File: src/rtl/p405s_srm_pkg.sv
// Shared definitions for the SRM issue/writeback stage: op encodings, srmL2 layout,
// control-bus bit positions, CR0 bit positions and the per-stage occupancy state.
package p405s_srm_pkg;

  typedef enum logic [2:0] {
    SRM_OP_RLWINM = 3'd0,
    SRM_OP_RLWNM  = 3'd1,
    SRM_OP_RLWIMI = 3'd2,
    SRM_OP_SLW    = 3'd3,
    SRM_OP_SRW    = 3'd4,
    SRM_OP_SRAW   = 3'd5,
    SRM_OP_SRAWI  = 3'd6,
    SRM_OP_RSVD   = 3'd7
  } srmOp_e;

  // srmL2 = {shiftAmtMsb, shiftAmt[0:4], mb[0:4], me[0:4]}
  localparam int SRM_L2_MSB_BIT = 15;
  localparam int SRM_L2_AMT_LSB = 10;
  localparam int SRM_L2_MB_LSB  = 5;
  localparam int SRM_L2_ME_LSB  = 0;

  localparam int SRM_CNTL_RLWIMI  = 3;
  localparam int SRM_CNTL_SHIFTLT = 2;
  localparam int SRM_CNTL_SHIFTRT = 1;
  localparam int SRM_CNTL_SHRTALG = 0;

  localparam int SRM_CR0_LT = 3;
  localparam int SRM_CR0_GT = 2;
  localparam int SRM_CR0_EQ = 1;
  localparam int SRM_CR0_SO = 0;

  typedef enum logic {
    STAGE_EMPTY = 1'b0,
    STAGE_FULL  = 1'b1
  } stage_e;

  function automatic logic srmWritesCa(input srmOp_e op);
    return (op == SRM_OP_SRAW) || (op == SRM_OP_SRAWI);
  endfunction

endpackage

File: src/rtl/p405s_srm_issue_if.sv
// DCD / EXE-SRM / writeback signal bundle of the SRM issue stage.
// The slave modport is the issue stage; the master modport is its surroundings.
interface p405s_srm_issue_if #(
  parameter int RES_W = 32,
  parameter int TAG_W = 5
);
  logic             dcdValid;
  logic             dcdReady;
  logic [2:0]       dcdOp;
  logic [4:0]       dcdSh;
  logic [4:0]       dcdMb;
  logic [4:0]       dcdMe;
  logic [5:0]       dcdRb;
  logic             dcdRc;
  logic [TAG_W-1:0] dcdTag;
  logic [15:0]      srmL2;
  logic [3:0]       srmCntlBus;
  logic             exeSrmUnitEn_NEG;
  logic [RES_W-1:0] srmOut;
  logic             srmCA;
  logic [2:0]       srmCcBits;
  logic             xerSo;
  logic             wbValid;
  logic             wbAccept;
  logic [RES_W-1:0] wbData;
  logic             wbCa;
  logic [TAG_W-1:0] wbTag;
  logic             wbCaWe;
  logic [3:0]       wbCr0;
  logic             wbCr0We;

  modport slave (
    input  dcdValid, dcdOp, dcdSh, dcdMb, dcdMe, dcdRb, dcdRc, dcdTag,
    input  srmOut, srmCA, srmCcBits, xerSo, wbAccept,
    output dcdReady, srmL2, srmCntlBus, exeSrmUnitEn_NEG,
    output wbValid, wbData, wbCa, wbTag, wbCaWe, wbCr0, wbCr0We
  );

  modport master (
    output dcdValid, dcdOp, dcdSh, dcdMb, dcdMe, dcdRb, dcdRc, dcdTag,
    output srmOut, srmCA, srmCcBits, xerSo, wbAccept,
    input  dcdReady, srmL2, srmCntlBus, exeSrmUnitEn_NEG,
    input  wbValid, wbData, wbCa, wbTag, wbCaWe, wbCr0, wbCr0We
  );
endinterface

File: src/rtl/p405s_srmFieldPack.sv
// Combinational translation of a decoded SRM op into the srmL2 field word and
// the SRM control bus; the reserved op degrades to an all-zero rlwinm.
module p405s_srmFieldPack
  import p405s_srm_pkg::*;
(
  input  logic [2:0]  i_op,
  input  logic [4:0]  i_sh,
  input  logic [4:0]  i_mb,
  input  logic [4:0]  i_me,
  input  logic [5:0]  i_rb,
  output logic [15:0] o_l2,
  output logic [3:0]  o_cntl
);
  srmOp_e     w_op;
  logic       w_msb;
  logic [4:0] w_amt;
  logic [4:0] w_mb;
  logic [4:0] w_me;

  assign w_op = srmOp_e'(i_op);

  always_comb begin
    w_msb = 1'b0;
    w_amt = i_sh;
    w_mb  = i_mb;
    w_me  = i_me;
    case (w_op)
      SRM_OP_RLWINM, SRM_OP_RLWIMI: ;
      SRM_OP_RLWNM: w_amt = i_rb[4:0];
      // slw masks off the bits rotated in from the bottom
      SRM_OP_SLW: begin
        w_msb = i_rb[5];
        w_amt = i_rb[4:0];
        w_mb  = 5'd0;
        w_me  = ~i_rb[4:0];
      end
      SRM_OP_SRW, SRM_OP_SRAW: begin
        w_msb = i_rb[5];
        w_amt = i_rb[4:0];
        w_mb  = i_rb[4:0];
        w_me  = 5'd31;
      end
      SRM_OP_SRAWI: begin
        w_mb = i_sh;
        w_me = 5'd31;
      end
      default: begin
        w_amt = 5'd0;
        w_mb  = 5'd0;
        w_me  = 5'd0;
      end
    endcase
  end

  assign o_l2 = {w_msb, w_amt, w_mb, w_me};

  assign o_cntl[SRM_CNTL_RLWIMI]  = (w_op == SRM_OP_RLWIMI);
  assign o_cntl[SRM_CNTL_SHIFTLT] = (w_op == SRM_OP_SLW);
  assign o_cntl[SRM_CNTL_SHIFTRT] = (w_op == SRM_OP_SRW) || (w_op == SRM_OP_SRAW) ||
                                    (w_op == SRM_OP_SRAWI);
  assign o_cntl[SRM_CNTL_SHRTALG] = (w_op == SRM_OP_SRAW) || (w_op == SRM_OP_SRAWI);

endmodule

File: src/rtl/p405s_srm_issue.sv
// SRM issue/writeback stage: L2 field latch followed by a result register, valid/ready flow.
// Optional macro SRM_CR0_UPDATE_EN enables CR0 capture and its write enable from the Rc bit.
module p405s_srm_issue
  import p405s_srm_pkg::*;
#(
  parameter int RES_W = 32,
  parameter int TAG_W = 5
) (
  input logic                CB,
  input logic                resetCore,
  p405s_srm_issue_if.slave   bus
);
  logic [15:0]      w_l2Pack;
  logic [3:0]       w_cntlPack;
  logic             w_resFree;
  logic             w_l2Adv;
  logic             w_dcdReady;
  logic             w_accept;
  logic [3:0]       w_cr0Next;
  logic             w_cr0WeNext;

  stage_e           r_l2State;
  logic [15:0]      r_srmL2;
  logic [3:0]       r_srmCntl;
  logic [TAG_W-1:0] r_l2Tag;
  logic             r_l2CaWe;
  stage_e           r_resState;
  logic [RES_W-1:0] r_wbData;
  logic             r_wbCa;
  logic [TAG_W-1:0] r_wbTag;
  logic             r_wbCaWe;
  logic [3:0]       r_wbCr0;
  logic             r_wbCr0We;

  p405s_srmFieldPack u_fieldPack (
    .i_op   (bus.dcdOp),
    .i_sh   (bus.dcdSh),
    .i_mb   (bus.dcdMb),
    .i_me   (bus.dcdMe),
    .i_rb   (bus.dcdRb),
    .o_l2   (w_l2Pack),
    .o_cntl (w_cntlPack)
  );

  assign w_resFree  = (r_resState == STAGE_EMPTY) || bus.wbAccept;
  assign w_l2Adv    = (r_l2State == STAGE_FULL) && w_resFree;
  assign w_dcdReady = (r_l2State == STAGE_EMPTY) || w_l2Adv;
  assign w_accept   = bus.dcdValid && w_dcdReady;

`ifdef SRM_CR0_UPDATE_EN
  logic r_l2Rc;

  always_ff @(posedge CB) begin
    if (resetCore) r_l2Rc <= 1'b0;
    else if (w_accept) r_l2Rc <= bus.dcdRc;
  end

  assign w_cr0Next   = {bus.srmCcBits, bus.xerSo};
  assign w_cr0WeNext = r_l2Rc;
`else
  logic w_unusedCr0Inputs;

  assign w_unusedCr0Inputs = bus.dcdRc ^ bus.xerSo ^ (^bus.srmCcBits);
  assign w_cr0Next         = 4'd0;
  assign w_cr0WeNext       = 1'b0;
`endif

  // L2 field latch; fields keep their last value once the op moves on
  always_ff @(posedge CB) begin
    if (resetCore) begin
      r_l2State <= STAGE_EMPTY;
      r_srmL2   <= 16'd0;
      r_srmCntl <= 4'd0;
      r_l2Tag   <= '0;
      r_l2CaWe  <= 1'b0;
    end else if (w_accept) begin
      r_l2State <= STAGE_FULL;
      r_srmL2   <= w_l2Pack;
      r_srmCntl <= w_cntlPack;
      r_l2Tag   <= bus.dcdTag;
      r_l2CaWe  <= srmWritesCa(srmOp_e'(bus.dcdOp));
    end else if (w_l2Adv) begin
      r_l2State <= STAGE_EMPTY;
    end
  end

  always_ff @(posedge CB) begin
    if (resetCore) begin
      r_resState <= STAGE_EMPTY;
      r_wbData   <= '0;
      r_wbCa     <= 1'b0;
      r_wbTag    <= '0;
      r_wbCaWe   <= 1'b0;
      r_wbCr0    <= 4'd0;
      r_wbCr0We  <= 1'b0;
    end else if (w_resFree) begin
      r_resState <= r_l2State;
      if (w_l2Adv) begin
        r_wbData  <= bus.srmOut;
        r_wbCa    <= r_l2CaWe && bus.srmCA;
        r_wbTag   <= r_l2Tag;
        r_wbCaWe  <= r_l2CaWe;
        r_wbCr0   <= w_cr0Next;
        r_wbCr0We <= w_cr0WeNext;
      end
    end
  end

  assign bus.dcdReady         = w_dcdReady;
  assign bus.srmL2            = r_srmL2;
  assign bus.srmCntlBus       = r_srmCntl;
  assign bus.exeSrmUnitEn_NEG = (r_l2State == STAGE_EMPTY);
  assign bus.wbValid          = (r_resState == STAGE_FULL);
  assign bus.wbData           = r_wbData;
  assign bus.wbCa             = r_wbCa;
  assign bus.wbTag            = r_wbTag;
  assign bus.wbCaWe           = r_wbCaWe;
  assign bus.wbCr0            = r_wbCr0;
  assign bus.wbCr0We          = r_wbCr0We;

endmodule

File: src/flat_wrapper.sv
// flat-port wrapper written by rule: the top's interface ports become plain ports
module p405s_srm_issue_flat import p405s_srm_pkg::*;
#(
  parameter int RES_W = 32,
  parameter int TAG_W = 5
)
  (CB, resetCore, bus_dcdValid, bus_dcdOp, bus_dcdSh, bus_dcdMb, bus_dcdMe, bus_dcdRb, bus_dcdRc, bus_dcdTag, bus_srmOut, bus_srmCA, bus_srmCcBits, bus_xerSo, bus_wbAccept, bus_dcdReady, bus_srmL2, bus_srmCntlBus, bus_exeSrmUnitEn_NEG, bus_wbValid, bus_wbData, bus_wbCa, bus_wbTag, bus_wbCaWe, bus_wbCr0, bus_wbCr0We);
  p405s_srm_issue_if #(.RES_W(RES_W), .TAG_W(TAG_W)) bus_i ();
  input logic CB;
  input logic resetCore;
  input wire logic [$bits(bus_i.dcdValid)-1:0] bus_dcdValid;
  input wire logic [$bits(bus_i.dcdOp)-1:0] bus_dcdOp;
  input wire logic [$bits(bus_i.dcdSh)-1:0] bus_dcdSh;
  input wire logic [$bits(bus_i.dcdMb)-1:0] bus_dcdMb;
  input wire logic [$bits(bus_i.dcdMe)-1:0] bus_dcdMe;
  input wire logic [$bits(bus_i.dcdRb)-1:0] bus_dcdRb;
  input wire logic [$bits(bus_i.dcdRc)-1:0] bus_dcdRc;
  input wire logic [$bits(bus_i.dcdTag)-1:0] bus_dcdTag;
  input wire logic [$bits(bus_i.srmOut)-1:0] bus_srmOut;
  input wire logic [$bits(bus_i.srmCA)-1:0] bus_srmCA;
  input wire logic [$bits(bus_i.srmCcBits)-1:0] bus_srmCcBits;
  input wire logic [$bits(bus_i.xerSo)-1:0] bus_xerSo;
  input wire logic [$bits(bus_i.wbAccept)-1:0] bus_wbAccept;
  output wire logic [$bits(bus_i.dcdReady)-1:0] bus_dcdReady;
  output wire logic [$bits(bus_i.srmL2)-1:0] bus_srmL2;
  output wire logic [$bits(bus_i.srmCntlBus)-1:0] bus_srmCntlBus;
  output wire logic [$bits(bus_i.exeSrmUnitEn_NEG)-1:0] bus_exeSrmUnitEn_NEG;
  output wire logic [$bits(bus_i.wbValid)-1:0] bus_wbValid;
  output wire logic [$bits(bus_i.wbData)-1:0] bus_wbData;
  output wire logic [$bits(bus_i.wbCa)-1:0] bus_wbCa;
  output wire logic [$bits(bus_i.wbTag)-1:0] bus_wbTag;
  output wire logic [$bits(bus_i.wbCaWe)-1:0] bus_wbCaWe;
  output wire logic [$bits(bus_i.wbCr0)-1:0] bus_wbCr0;
  output wire logic [$bits(bus_i.wbCr0We)-1:0] bus_wbCr0We;
  assign bus_i.dcdValid = bus_dcdValid;
  assign bus_i.dcdOp = bus_dcdOp;
  assign bus_i.dcdSh = bus_dcdSh;
  assign bus_i.dcdMb = bus_dcdMb;
  assign bus_i.dcdMe = bus_dcdMe;
  assign bus_i.dcdRb = bus_dcdRb;
  assign bus_i.dcdRc = bus_dcdRc;
  assign bus_i.dcdTag = bus_dcdTag;
  assign bus_i.srmOut = bus_srmOut;
  assign bus_i.srmCA = bus_srmCA;
  assign bus_i.srmCcBits = bus_srmCcBits;
  assign bus_i.xerSo = bus_xerSo;
  assign bus_i.wbAccept = bus_wbAccept;
  assign bus_dcdReady = bus_i.dcdReady;
  assign bus_srmL2 = bus_i.srmL2;
  assign bus_srmCntlBus = bus_i.srmCntlBus;
  assign bus_exeSrmUnitEn_NEG = bus_i.exeSrmUnitEn_NEG;
  assign bus_wbValid = bus_i.wbValid;
  assign bus_wbData = bus_i.wbData;
  assign bus_wbCa = bus_i.wbCa;
  assign bus_wbTag = bus_i.wbTag;
  assign bus_wbCaWe = bus_i.wbCaWe;
  assign bus_wbCr0 = bus_i.wbCr0;
  assign bus_wbCr0We = bus_i.wbCr0We;
  p405s_srm_issue #(.RES_W(RES_W), .TAG_W(TAG_W)) u_core (.CB(CB), .resetCore(resetCore), .bus(bus_i));
endmodule
File: config.mk
export PLATFORM = sky130hd
export DESIGN_NAME = p405s_srm_issue_flat
export DESIGN_NICKNAME = d
export VERILOG_FILES = /design/src/rtl/p405s_srm_pkg.sv /design/src/rtl/p405s_srm_issue_if.sv /design/src/rtl/p405s_srmFieldPack.sv /design/src/rtl/p405s_srm_issue.sv /design/src/flat_wrapper.sv
export SDC_FILE = /design/constraint.sdc
export NUM_CORES = 1
export LEC_CHECK = 0
export BUFFER_PORTS_ARGS = -buffer_cell sky130_fd_sc_hd__clkbuf_2
export CAP_MARGIN = 20
export CORE_MARGIN = 4
export CORE_UTILIZATION = 49
export CTS_BUF_LIST = sky130_fd_sc_hd__clkbuf_4 sky130_fd_sc_hd__clkbuf_8 sky130_fd_sc_hd__clkbuf_16
export CTS_CLUSTER_DIAMETER = 30
export DETAILED_ROUTE_END_ITERATION = 10
export GPL_TIMING_DRIVEN = 0
export HOLD_SLACK_MARGIN = 0.06
export PLACE_DENSITY = 0.84
export SLEW_MARGIN = 20
export SYNTH_ARGS = -nofsm -noshare
export SYNTH_HDL_FRONTEND = slang
export SYNTH_SLANG_ARGS = --single-unit
File: constraint.sdc
create_clock -name CB -period 3.4 [get_ports CB]
set_input_delay 0.68 -clock CB [delete_from_list [all_inputs] [get_ports CB]]
set_output_delay 0.68 -clock CB [all_outputs]
set_load 0.05 [all_outputs]
Word-level counts from Yosys, hierarchy flattened
Cells that the tools add are included.

Register bits after elaboration: 67. Word-level logic and storage cells: 42.

Eq/ne operators: 6. Multiplexer cells: 6. Bitwise gates (word level): 3. Reductions and logical operators: 17.

Operators by type and width (count): 5-bit one-hot mux with 3 select lines (2); 3-bit OR reduction (4); 5-bit one-hot mux with 2 select lines (1); 3-bit == test, second input constant (3); 3-bit by 2-bit == test with 1-bit output, second input constant (2); 1-bit logical OR (5); 5-bit NOT (1); 4-bit OR reduction (1); 3-bit by 1-bit == test with 1-bit output, second input constant (1); 1-bit logical AND (3); 3-bit zero test (1); 1-bit two-way mux (3); 1-bit NOT (2); 2-bit AND reduction (1); 2-bit nonzero test (1); 2-bit OR reduction (1).

Logic depth before layout (Yosys ltp)
Gate-level depths: netlist of run 1.

Word-level depth: 6. Gate-level depth with buffers: 6. Mapped depth without buffers: 4.

Hierarchy
Synthesis of run 1 repeated with hierarchy kept, for this count alone.

Cell total of the unflattened synthesis: 372. Area, all modules: 3042.9 um2.

By module, submodules not included: p405s_srm_issue (times used 1, cells each 310, area an instance 2590.0 um2, sequential area each 1341.3 um2); p405s_srmFieldPack (times used 1, cells each 62, area an instance 452.9 um2, sequential area each 0.0 um2).

Worst setup path after synthesis of run 1
No wires, ideal clock.

Kind: input to output. Start: input bus_wbAccept. End: output bus_dcdReady. Arrival time: 1.381 ns. Required time: 2.720 ns. Slack: 1.339 ns. Cell stages on the path: 4. Buffers on the path: 2. Cell sequence: and3b_1 > clkbuf_2 > inv_2 > buf_2.

Word-level cells in the longest chain between the ends: 3.

RTL lines: start, declared (line flat_wrapper.sv:23) `input wire logic [$bits(bus_i.wbAccept)-1:0] bus_wbAccept;`; 1-bit logical OR (line p405s_srm_issue.sv:45) `assign w_resFree = (r_resState == STAGE_EMPTY) || bus.wbAccept;`; 1-bit logical AND (line p405s_srm_issue.sv:46) `assign w_l2Adv = (r_l2State == STAGE_FULL) && w_resFree;`; 1-bit logical OR (line p405s_srm_issue.sv:47) `assign w_dcdReady = (r_l2State == STAGE_EMPTY) || w_l2Adv;`; end, declared (line flat_wrapper.sv:24) `output wire logic [$bits(bus_i.dcdReady)-1:0] bus_dcdReady;`.

No other way between the ends.

Worst setup path after layout of run 1
Same ends and word-level chain as after synthesis.

==> results of run 1 <==
layer usage:
layer	global-route usage, %	vias to the layer above	wire length, microns
li1	-	1523	-
met1	29.0	1392	3490
met2	37.3	118	3950
met3	4.61	15	621
met4	11.1	0	202
met5	0	-	0
per-stage QoR:
| stage | total power, mW | std cells | util (%) | setup slack (ps) |
|---|---|---|---|---|
| floorplan | 1.12 | 345 | - | 1340 |
| global placement | 1.23 | 543 | 64.6 | 958 |
| detailed placement | 1.23 | 543 | 64.6 | 941 |
| CTS | 1.78 | 559 | 67.5 | 933 |
| global route | 1.84 | 559 | 67.5 | 857 |
| finish | 1.77 | 559 | 67.5 | 912 |
kinds of logic after synthesis:
family | Yosys count
XOR/XNOR | 1
flip-flops | 66
buffers and inverters | 48
other | 1
AND/OR/NAND/NOR | 75
AO/OA/AOI/OAI | 150
layout by cell type (no fill, tap or decap):
master	instances
a211oi_1	5
a21oi_1	60
a311oi_1	5
and2_1	1
and3b_1	2
buf_1	2
buf_2	9
buf_4	7
clkbuf_1	25
clkbuf_2	128
clkbuf_4	1
clkbuf_8	9
clkinv_2	5
clkinv_4	1
conb_1	5
dfxtp_1	66
inv_1	2
inv_2	1
nand2b_1	8
nand3_1	45
nand3b_1	5
nand4_1	2
nand4b_1	1
nor2_1	1
nor2b_1	8
nor3b_1	1
o211ai_1	5
o21a_1	5
o21ai_0	53
o21ai_1	1
o22ai_1	6
o31ai_1	5
o32ai_2	5
or3_1	1
xor2_1	1
final cells by class:
type	instances	area share, %
Buffer	45	5.55
Clock inverter	6	0.898
Timing Repair Buffer	126	16.8
Multi-Input combinational cell	231	35.5
Clock buffer	10	3.49
Inverter	3	0.299
Sequential cell	66	35.1
Tap cell	72	2.39
registers in the layout (all words and copies together) (netlist names):
name                   flops
u_core.bus.srmCntlBus      4
u_core.bus.srmL2          16
u_core.bus.wbCa            1
u_core.bus.wbCaWe          1
u_core.bus.wbData         32
u_core.bus.wbTag           5
u_core.bus.wbValid         1
u_core.r_l2State           1
u_core.r_l2Tag             5
worst max path at each step:
stage	to	slack [ps]
final	bus_dcdReady	910
after global routing	bus_dcdReady	860
after CTS	bus_dcdReady	930
after detailed placement	bus_dcdReady	940
after global placement	bus_dcdReady	960
after floorplan	bus_dcdReady	1340
where the power goes:
group	total (mW)	internal, mW	switching (mW)
registers	0.836	0.814	0.0220
logic	0.381	0.111	0.269
clock network	0.552	0.267	0.285
critical path, cell delays in order:
cell and delay [ps]:
clkbuf_2 100, and3b_1 220, clkbuf_2 190, inv_2 90, buf_2 220, clkbuf_2 310
==> flow_metrics.py, run 1 <==
metrics = {
    "floorplan": {
        "die_width_microns": 84.4,
        "io_pins": 138,
        "rows": 27,
        "fp.dieH_microns": 84.4,
        "coreArea_sq_um": 5570,
        "initial_utilization_pct": 51.4,
        "die_area_sq_um": 7130,
    },
    "route": {
        "drt-total-wl_microns": 8260,
        "vias_per_cell": 5.45,
        "drt_pass1_iterations": 5,
        "route.detailed.drc": 0,
        "drtAntennaViolNets": 0,
        "wl_per_cell_microns": 14.8,
        "vias": 3048,
        "drt-initial-drc-count": 142,
    },
    "grt": {
        "grt_max_degree": 12,
        "grt-ovfl-total": 0,
        "grt_pass1_vias": 2880,
        "grt_use_total_pct": 22.9,
        "grt_pass1_wl_microns": 13500,
        "antenna_found_initial": 0,
    },
    "synth": {
        "ys_top_cells_by_count": "dfxtp_1 (66), a21oi_1 (60), o21ai_0 (53)",
        "yosys.area_share.simple_pct": 14.9,
        "yosysWarnings": 0,
        "synthAdderAreaFrac_pct": 0,
        "yosysMostFrequentCell": "dfxtp_1",
        "synth_top_family_by_area": "compound AO/OA/AOI/OAI gates",
        "syn_inst": 341,
        "ys_ff_latch": 66,
        "ys.flop_type": "dfxtp_1",
        "synth_top_area_share_pct": 46.2,
        "synth_area_leaders": "dfxtp_1 (46%), a21oi_1 (10%), o21ai_0 (9.3%), nand3_1 (7.9%), clkbuf_1 (3.3%)",
        "synth_area_sq_um": 2860,
        "synth_xor_area_share_pct": 0.306,
        "seq_area_frac_synth_pct": 46.2,
        "synth_edf_count": 0,
        "synth_top_cell_by_area": "dfxtp_1",
        "yosysUniqueCellTypes": 31,
        "syn_area_per_cell_sq_um": 8.40,
        "synth_compound_area_share_pct": 30.9,
        "synth_mux_area_share_pct": 0,
        "async_flop_share_pct": 0,
    },
    "worst_hold_path": {
        "min_path_type": "register to register",
        "worstHoldEndpoint": "u_core.bus.wbTag[1]",
        "min_from": "u_core.r_l2Tag[1]",
        "whs_path_depth": 2,
    },
    "status": {
        "status": "finished, final reports clean",
    },
    "job": {
        "max_cap_violations": 0,
    },
    "cts": {
        "holdBufCountCts": 0,
        "path_clk_slew_ps": 70,
        "clk-insertion-delay-late_ps": 330,
        "cts_resized": 0,
        "clock_sinks": 66,
        "cts_made_buffers": 9,
        "postCtsSetupBuffers": 0,
        "cts_tree": "built",
        "htreeDepth": 3,
        "clock_path_buffers": 2,
        "cts_root_buf": "clkbuf_8",
    },
    "cells_and_area": {
        "multi_input_area_sq_um": 1340,
        "num-nets-final": 553,
        "layout-area-overhead-vs-synth_pct": 31.5,
        "antenna_cells": 0,
        "drive_gt1_share_pct": 34.1,
        "fin_area_sq_um": 3760,
        "num-fill-cells": 482,
        "regArea_sq_um": 1320,
    },
    "placed_design": {
        "dp_hpwl_microns": 6260,
        "place.gp.congestion": 0.884,
        "dpl_cell_area_sq_um": 3600,
        "placement.io_buffers": 126,
    },
    "setup_path": {
        "setup.worst_path.start": "bus_wbAccept",
        "r2r-end": "u_core.bus.wbTag[3]",
        "end_kind": "output port",
        "r2r_setup_slack_ps": 1850,
        "worstPathArrival_ps": 1810,
        "r2r_start": "u_core.bus.wbValid",
        "critPathMaxFanout": 10,
        "start_kind": "input pin",
        "required_ps": 2720,
        "path_class": "input pin to output port",
        "rr_worst_depth": 5,
    },
    "timing": {
        "hold_viol_final": 0,
        "setup_viol": 0,
        "drv_slew": 0,
        "period_share_pct": 73.2,
        "setup-tns-final_ps": 0,
        "fmax_mhz": 402,
        "finalClockSkew_ps": 9.97,
        "whs_ps": 463,
        "period_needed_ps": 2490,
        "rsz0062_at_grt": "no",
    },
    "pwr": {
        "power_density_nw_per_um2": 470,
        "leakage_nw": 1.61,
        "worst_ir_drop_vdd_v": 0.000290,
    },
}
Power figures use the tool's default switching activity.
==> inputs of run 2 (changes only) <==
--- a/config.mk
+++ b/config.mk
@@ -8,13 +8,13 @@
 export BUFFER_PORTS_ARGS = -buffer_cell sky130_fd_sc_hd__clkbuf_2
 export CAP_MARGIN = 20
 export CORE_MARGIN = 4
-export CORE_UTILIZATION = 49
+export CORE_UTILIZATION = 41
 export CTS_BUF_LIST = sky130_fd_sc_hd__clkbuf_4 sky130_fd_sc_hd__clkbuf_8 sky130_fd_sc_hd__clkbuf_16
 export CTS_CLUSTER_DIAMETER = 30
 export DETAILED_ROUTE_END_ITERATION = 10
 export GPL_TIMING_DRIVEN = 0
 export HOLD_SLACK_MARGIN = 0.06
-export PLACE_DENSITY = 0.84
+export PLACE_DENSITY = 0.75
 export SLEW_MARGIN = 20
 export SYNTH_ARGS = -nofsm -noshare
 export SYNTH_HDL_FRONTEND = slang
==> constraint.sdc (replaced) <==
create_clock -name CB -period 2.25 [get_ports CB]
set_input_delay 0.45 -clock CB [delete_from_list [all_inputs] [get_ports CB]]
set_output_delay 0.45 -clock CB [all_outputs]
set_load 0.05 [all_outputs]
==> flow_metrics.py, run 2 (synthesis gave the netlist of run 1 again) <==
metrics = {
    "setup_path": {
        "end_kind": "output port",
        "r2r_setup_slack_ps": 670,
        "start_kind": "register",
        "critPathMaxFanout": 10,
        "rr_worst_depth": 5,
        "required_ps": 1800,
        "worstPathArrival_ps": 1670,
        "r2r_start": "u_core.bus.wbValid",
        "setup.worst_path.start": "u_core.r_l2State",
        "r2r-end": "u_core.bus.wbData[3]",
        "path_class": "register to output port",
        "endpoint": "bus_dcdReady",
    },
    "cts": {
        "cts_tree": "built",
        "cts_root_buf": "clkbuf_8",
        "cts_made_buffers": 9,
        "clk-insertion-delay-late_ps": 340,
        "path_clk_slew_ps": 80,
        "clock_path_buffers": 2,
        "postCtsSetupBuffers": 0,
        "htreeDepth": 3,
        "clock_sinks": 66,
    },
    "status": {
        "status": "finished, final reports clean",
    },
    "timing": {
        "setup_viol": 0,
        "drv_slew": 0,
        "hold_viol_final": 0,
        "setup-tns-final_ps": 0,
        "finalClockSkew_ps": 10.4,
        "rsz0062_at_grt": "no",
        "period_share_pct": 94.1,
        "period_needed_ps": 2120,
        "fmax_mhz": 472,
    },
    "grt": {
        "grt_max_degree": 13,
        "grt-ovfl-total": 0,
        "grt_pass1_wl_microns": 13900,
        "grt_pass1_vias": 2938,
        "antenna_found_initial": 0,
        "grt_use_total_pct": 20.5,
    },
    "floorplan": {
        "coreArea_sq_um": 6790,
        "io_pins": 138,
        "die_area_sq_um": 8380,
        "die_width_microns": 91.6,
        "initial_utilization_pct": 42.1,
        "fp.dieH_microns": 91.6,
        "rows": 30,
    },
    "cells_and_area": {
        "num-nets-final": 553,
        "final_common_cell": "clkbuf_2",
        "antenna_cells": 0,
        "drive_gt1_share_pct": 34.1,
        "layout-area-overhead-vs-synth_pct": 34.2,
        "largest_reg_flops": 32,
        "layout_common_cells": "clkbuf_2 (126), dfxtp_1 (66), a21oi_1 (60), o21ai_0 (53), nand3_1 (45)",
    },
    "placed_design": {
        "placement.io_buffers": 126,
        "dp_hpwl_microns": 6450,
        "place.gp.congestion": 0.901,
    },
    "route": {
        "drt-initial-drc-count": 187,
        "vias": 3071,
        "drt_pass1_iterations": 4,
        "drtAntennaViolNets": 0,
        "vias_per_cell": 5.27,
        "route.detailed.drc": 0,
        "wl_per_cell_microns": 14.7,
        "drt-total-wl_microns": 8580,
    },
    "pwr": {
        "power_density_nw_per_um2": 752,
        "p_total_mw": 2.89,
        "worst_ir_drop_vdd_v": 0.000404,
        "leakage_nw": 1.62,
    },
    "worst_hold_path": {
        "min_path_type": "input pin to register",
    },
    "job": {
        "max_cap_violations": 0,
    },
}
==> run 2: cell count changes in the layout (fill, tap and decap cells not counted) <==
cell and delta:
clkinv_2 -4, clkinv_4 -1, clkbuf_2 -2, buf_2 +1, clkbuf_8 +2, inv_6 +2
bufinv_16 +1, clkinvlp_4 +1
==> run 2: final cells by class <==
type                            instances  area [sq um]
Sequential cell                        66          1320
Fill cell                             645          2950
Multi-Input combinational cell        231          1340
Buffer                                 45           209
Tap cell                               96           120
Clock inverter                          5          60.1
Inverter                                3          11.3
Timing Repair Buffer                  126           633
Clock buffer                           11           151
==> run 2: how the worst min path moves through the flow <==
stage                 startpoint                    end  slack, ps  cells past startpoint
2_1_floorplan  u_core.r_l2Tag[0]    u_core.bus.wbTag[0]        440                      2
3_3_place_gp   u_core.r_l2Tag[1]    u_core.bus.wbTag[1]        460                      2
3_5_place_dp   u_core.r_l2Tag[1]    u_core.bus.wbTag[1]        460                      2
4_1_cts           bus_srmOut[27]  u_core.bus.wbData[27]        320                      3
5_1_grt           bus_srmOut[28]  u_core.bus.wbData[28]        320                      3
6_report          bus_srmOut[27]  u_core.bus.wbData[27]        330                      3
==> run 2: per-layer routing <==
| layer | share of wire [%] | vias to the layer above | global-route usage [%] |
|---|---|---|---|
| li1 | - | 1517 | - |
| met1 | 43 | 1413 | 26.0 |
| met2 | 48 | 122 | 32.4 |
| met3 | 6.8 | 19 | 5.05 |
| met4 | 2.4 | 0 | 10.1 |
| met5 | 0 | - | 0 |
==> run 2: worst max-delay path, cell delays in order (launching register included) <==
cell and delay (ps):
dfxtp_1 380, and3b_1 250, buf_2 230, inv_2 60, buf_2 180, clkbuf_4 230
==> run 2: report_power, final <==
group	internal (mW)	switching, mW
combinational	0.168	0.410
sequential	1.23	0.0323
clock	0.578	0.471
total	1.98	0.913
==> run 2: repair_timing <==
action                                  4_1_cts  5_1_grt
hold buffers                                  0        0
resized for setup                             0        3
endpoints found under the setup margin        0        1
==> run 2: metrics by stage <==
step / hold slack [ps] / cell area (sq um) / cells / utilization (%) / setup WS, ps
2_1_floorplan: 440 / 2880 / 345 / - / 453
3_3_place_gp: 455 / 3630 / 567 / 53.4 / 248
3_5_place_dp: 456 / 3630 / 567 / 53.4 / 226
4_1_cts: 322 / 3840 / 583 / 56.5 / 58.4
5_1_grt: 321 / 3840 / 583 / 56.6 / 9.64
6_report: 334 / 3840 / 583 / 56.6 / 132
==> inputs of run 3 (changes only) <==
--- a/config.mk
+++ b/config.mk
@@ -8,13 +8,12 @@
 export BUFFER_PORTS_ARGS = -buffer_cell sky130_fd_sc_hd__clkbuf_2
 export CAP_MARGIN = 20
 export CORE_MARGIN = 4
-export CORE_UTILIZATION = 41
+export CORE_UTILIZATION = 49
 export CTS_BUF_LIST = sky130_fd_sc_hd__clkbuf_4 sky130_fd_sc_hd__clkbuf_8 sky130_fd_sc_hd__clkbuf_16
 export CTS_CLUSTER_DIAMETER = 30
 export DETAILED_ROUTE_END_ITERATION = 10
-export GPL_TIMING_DRIVEN = 0
 export HOLD_SLACK_MARGIN = 0.06
-export PLACE_DENSITY = 0.75
+export PLACE_DENSITY = 0.84
 export SLEW_MARGIN = 20
 export SYNTH_ARGS = -nofsm -noshare
 export SYNTH_HDL_FRONTEND = slang
==> constraint.sdc (replaced) <==
create_clock -name CB -period 2.65 [get_ports CB]
set_input_delay 0.53 -clock CB [delete_from_list [all_inputs] [get_ports CB]]
set_output_delay 0.53 -clock CB [all_outputs]
set_load 0.05 [all_outputs]
==> flow_metrics.py, run 3 (synthesis gave the netlist of run 1 again) <==
metrics = {
    "placed_design": {
        "dp_hpwl_microns": 5570,
        "preCtsSetupSlack_ps": 570,
        "place.gp.congestion": 0.815,
        "placement.io_buffers": 127,
    },
    "cells_and_area": {
        "layout-area-overhead-vs-synth_pct": 27.8,
        "largest_reg_flops": 32,
        "num-nets-final": 518,
        "drive_gt1_share_pct": 35.2,
        "layout_common_cells": "clkbuf_2 (127), dfxtp_1 (66), a21oi_1 (60), o21ai_0 (53), nand3_1 (45)",
        "final_common_cell": "clkbuf_2",
        "antenna_cells": 0,
    },
    "grt": {
        "grt_max_degree": 67,
        "grt_pass1_vias": 2703,
        "grt_pass1_wl_microns": 12800,
        "antenna_found_initial": 0,
        "grt-ovfl-total": 0,
        "grt_use_total_pct": 22.0,
    },
    "timing": {
        "hold_viol_final": 0,
        "finalClockSkew_ps": 8.40,
        "period_needed_ps": 2030,
        "drv_slew": 0,
        "fmax_mhz": 492,
        "rsz0062_at_grt": "no",
        "tightest_slew_ps": 644,
        "setup-tns-final_ps": 0,
        "setup_viol": 0,
        "whs_ps": 414,
        "timing.slew.headroom_pct": 57.1,
        "setup_slack_ps": 619,
        "period_share_pct": 76.6,
    },
    "route": {
        "vias_per_cell": 5.58,
        "route.detailed.drc": 0,
        "vias": 2923,
        "wl_per_cell_microns": 15.2,
        "drt-total-wl_microns": 7980,
        "drt_pass1_iterations": 5,
        "drt-initial-drc-count": 170,
        "drtAntennaViolNets": 0,
    },
    "setup_path": {
        "required_ps": 2120,
        "setup.worst_path.start": "u_core.bus.wbValid",
        "critPathMaxFanout": 21,
        "r2r_start": "u_core.r_l2State",
        "r2r_setup_slack_ps": 1090,
        "worstPathArrival_ps": 1500,
        "r2r-end": "u_core.bus.wbData[21]",
        "endpoint": "bus_dcdReady",
        "path_class": "register to output port",
        "start_kind": "register",
        "end_kind": "output port",
        "rr_worst_depth": 5,
    },
    "floorplan": {
        "rows": 27,
        "coreArea_sq_um": 5570,
        "fp.dieH_microns": 84.4,
        "initial_utilization_pct": 51.4,
        "die_width_microns": 84.4,
        "io_pins": 138,
        "die_area_sq_um": 7130,
    },
    "cts": {
        "clk-insertion-delay-late_ps": 340,
        "cts_made_buffers": 9,
        "cts_tree": "built",
        "path_clk_slew_ps": 70,
        "clock_path_buffers": 2,
        "cts_root_buf": "clkbuf_8",
        "htreeDepth": 3,
        "postCtsSetupBuffers": 0,
        "cts_resized": 0,
        "holdBufCountCts": 0,
        "clock_sinks": 66,
    },
    "worst_hold_path": {
        "whs_path_depth": 3,
        "min_path_type": "input pin to register",
    },
    "pwr": {
        "power_density_nw_per_um2": 650,
        "worst_ir_drop_vdd_v": 0.000577,
        "leakage_nw": 1.56,
    },
    "status": {
        "status": "finished, final reports clean",
    },
    "job": {
        "max_cap_violations": 0,
    },
}
==> run 3: final cells by class <==
cell class	instances	area (sq um)
Multi-Input combinational cell	231	1340
Clock buffer	13	154
Fill cell	478	1920
Timing Repair Buffer	136	703
Sequential cell	66	1320
Tap cell	72	90.1
Clock inverter	3	40.0
Inverter	3	11.3
==> run 3: worst max-delay path: stages, from the launching register on <==
cell and delay, ps:
dfxtp_1 330, and3b_1 190, inv_2 280, clkbuf_2 350
==> run 3: power by group <==
group,internal (mW),total (mW),switching [mW]
combinational,0.132,0.469,0.338
sequential,1.04,1.07,0.0280
clock,0.474,0.837,0.363
==> run 3: worst min-delay path by stage <==
stage	start	end	slack, ps
floorplan	u_core.r_l2Tag[0]	u_core.bus.wbTag[0]	440
global placement	u_core.r_l2Tag[0]	u_core.bus.wbTag[0]	450
detailed placement	u_core.r_l2Tag[1]	u_core.bus.wbTag[1]	460
CTS	bus_dcdTag[2]	u_core.r_l2Tag[2]	400
global route	bus_dcdTag[2]	u_core.r_l2Tag[2]	410
finish	bus_dcdTag[2]	u_core.r_l2Tag[2]	410
==> run 3: metrics by stage <==
stage                     instance area, sq um  power (mW)  std cells  utilization (%)
after detailed placement                  3460        1.56        508             62.2
after global placement                    3460        1.55        508             62.2
after CTS                                 3660        2.39        524             65.6
after global routing                      3660        2.48        524             65.6
final                                     3660        2.38        524             65.6
after floorplan                           2880        1.44        345                -
==> run 3: layer usage <==
metal / up-vias / share of wire (%) / global-route usage (%)
met3: 18 / 7.2 / 7.07
met5: - / 0 / 0
met2: 108 / 50 / 36.7
li1: 1442 / - / -
met4: 0 / 2.3 / 8.78
met1: 1355 / 41 / 26.2
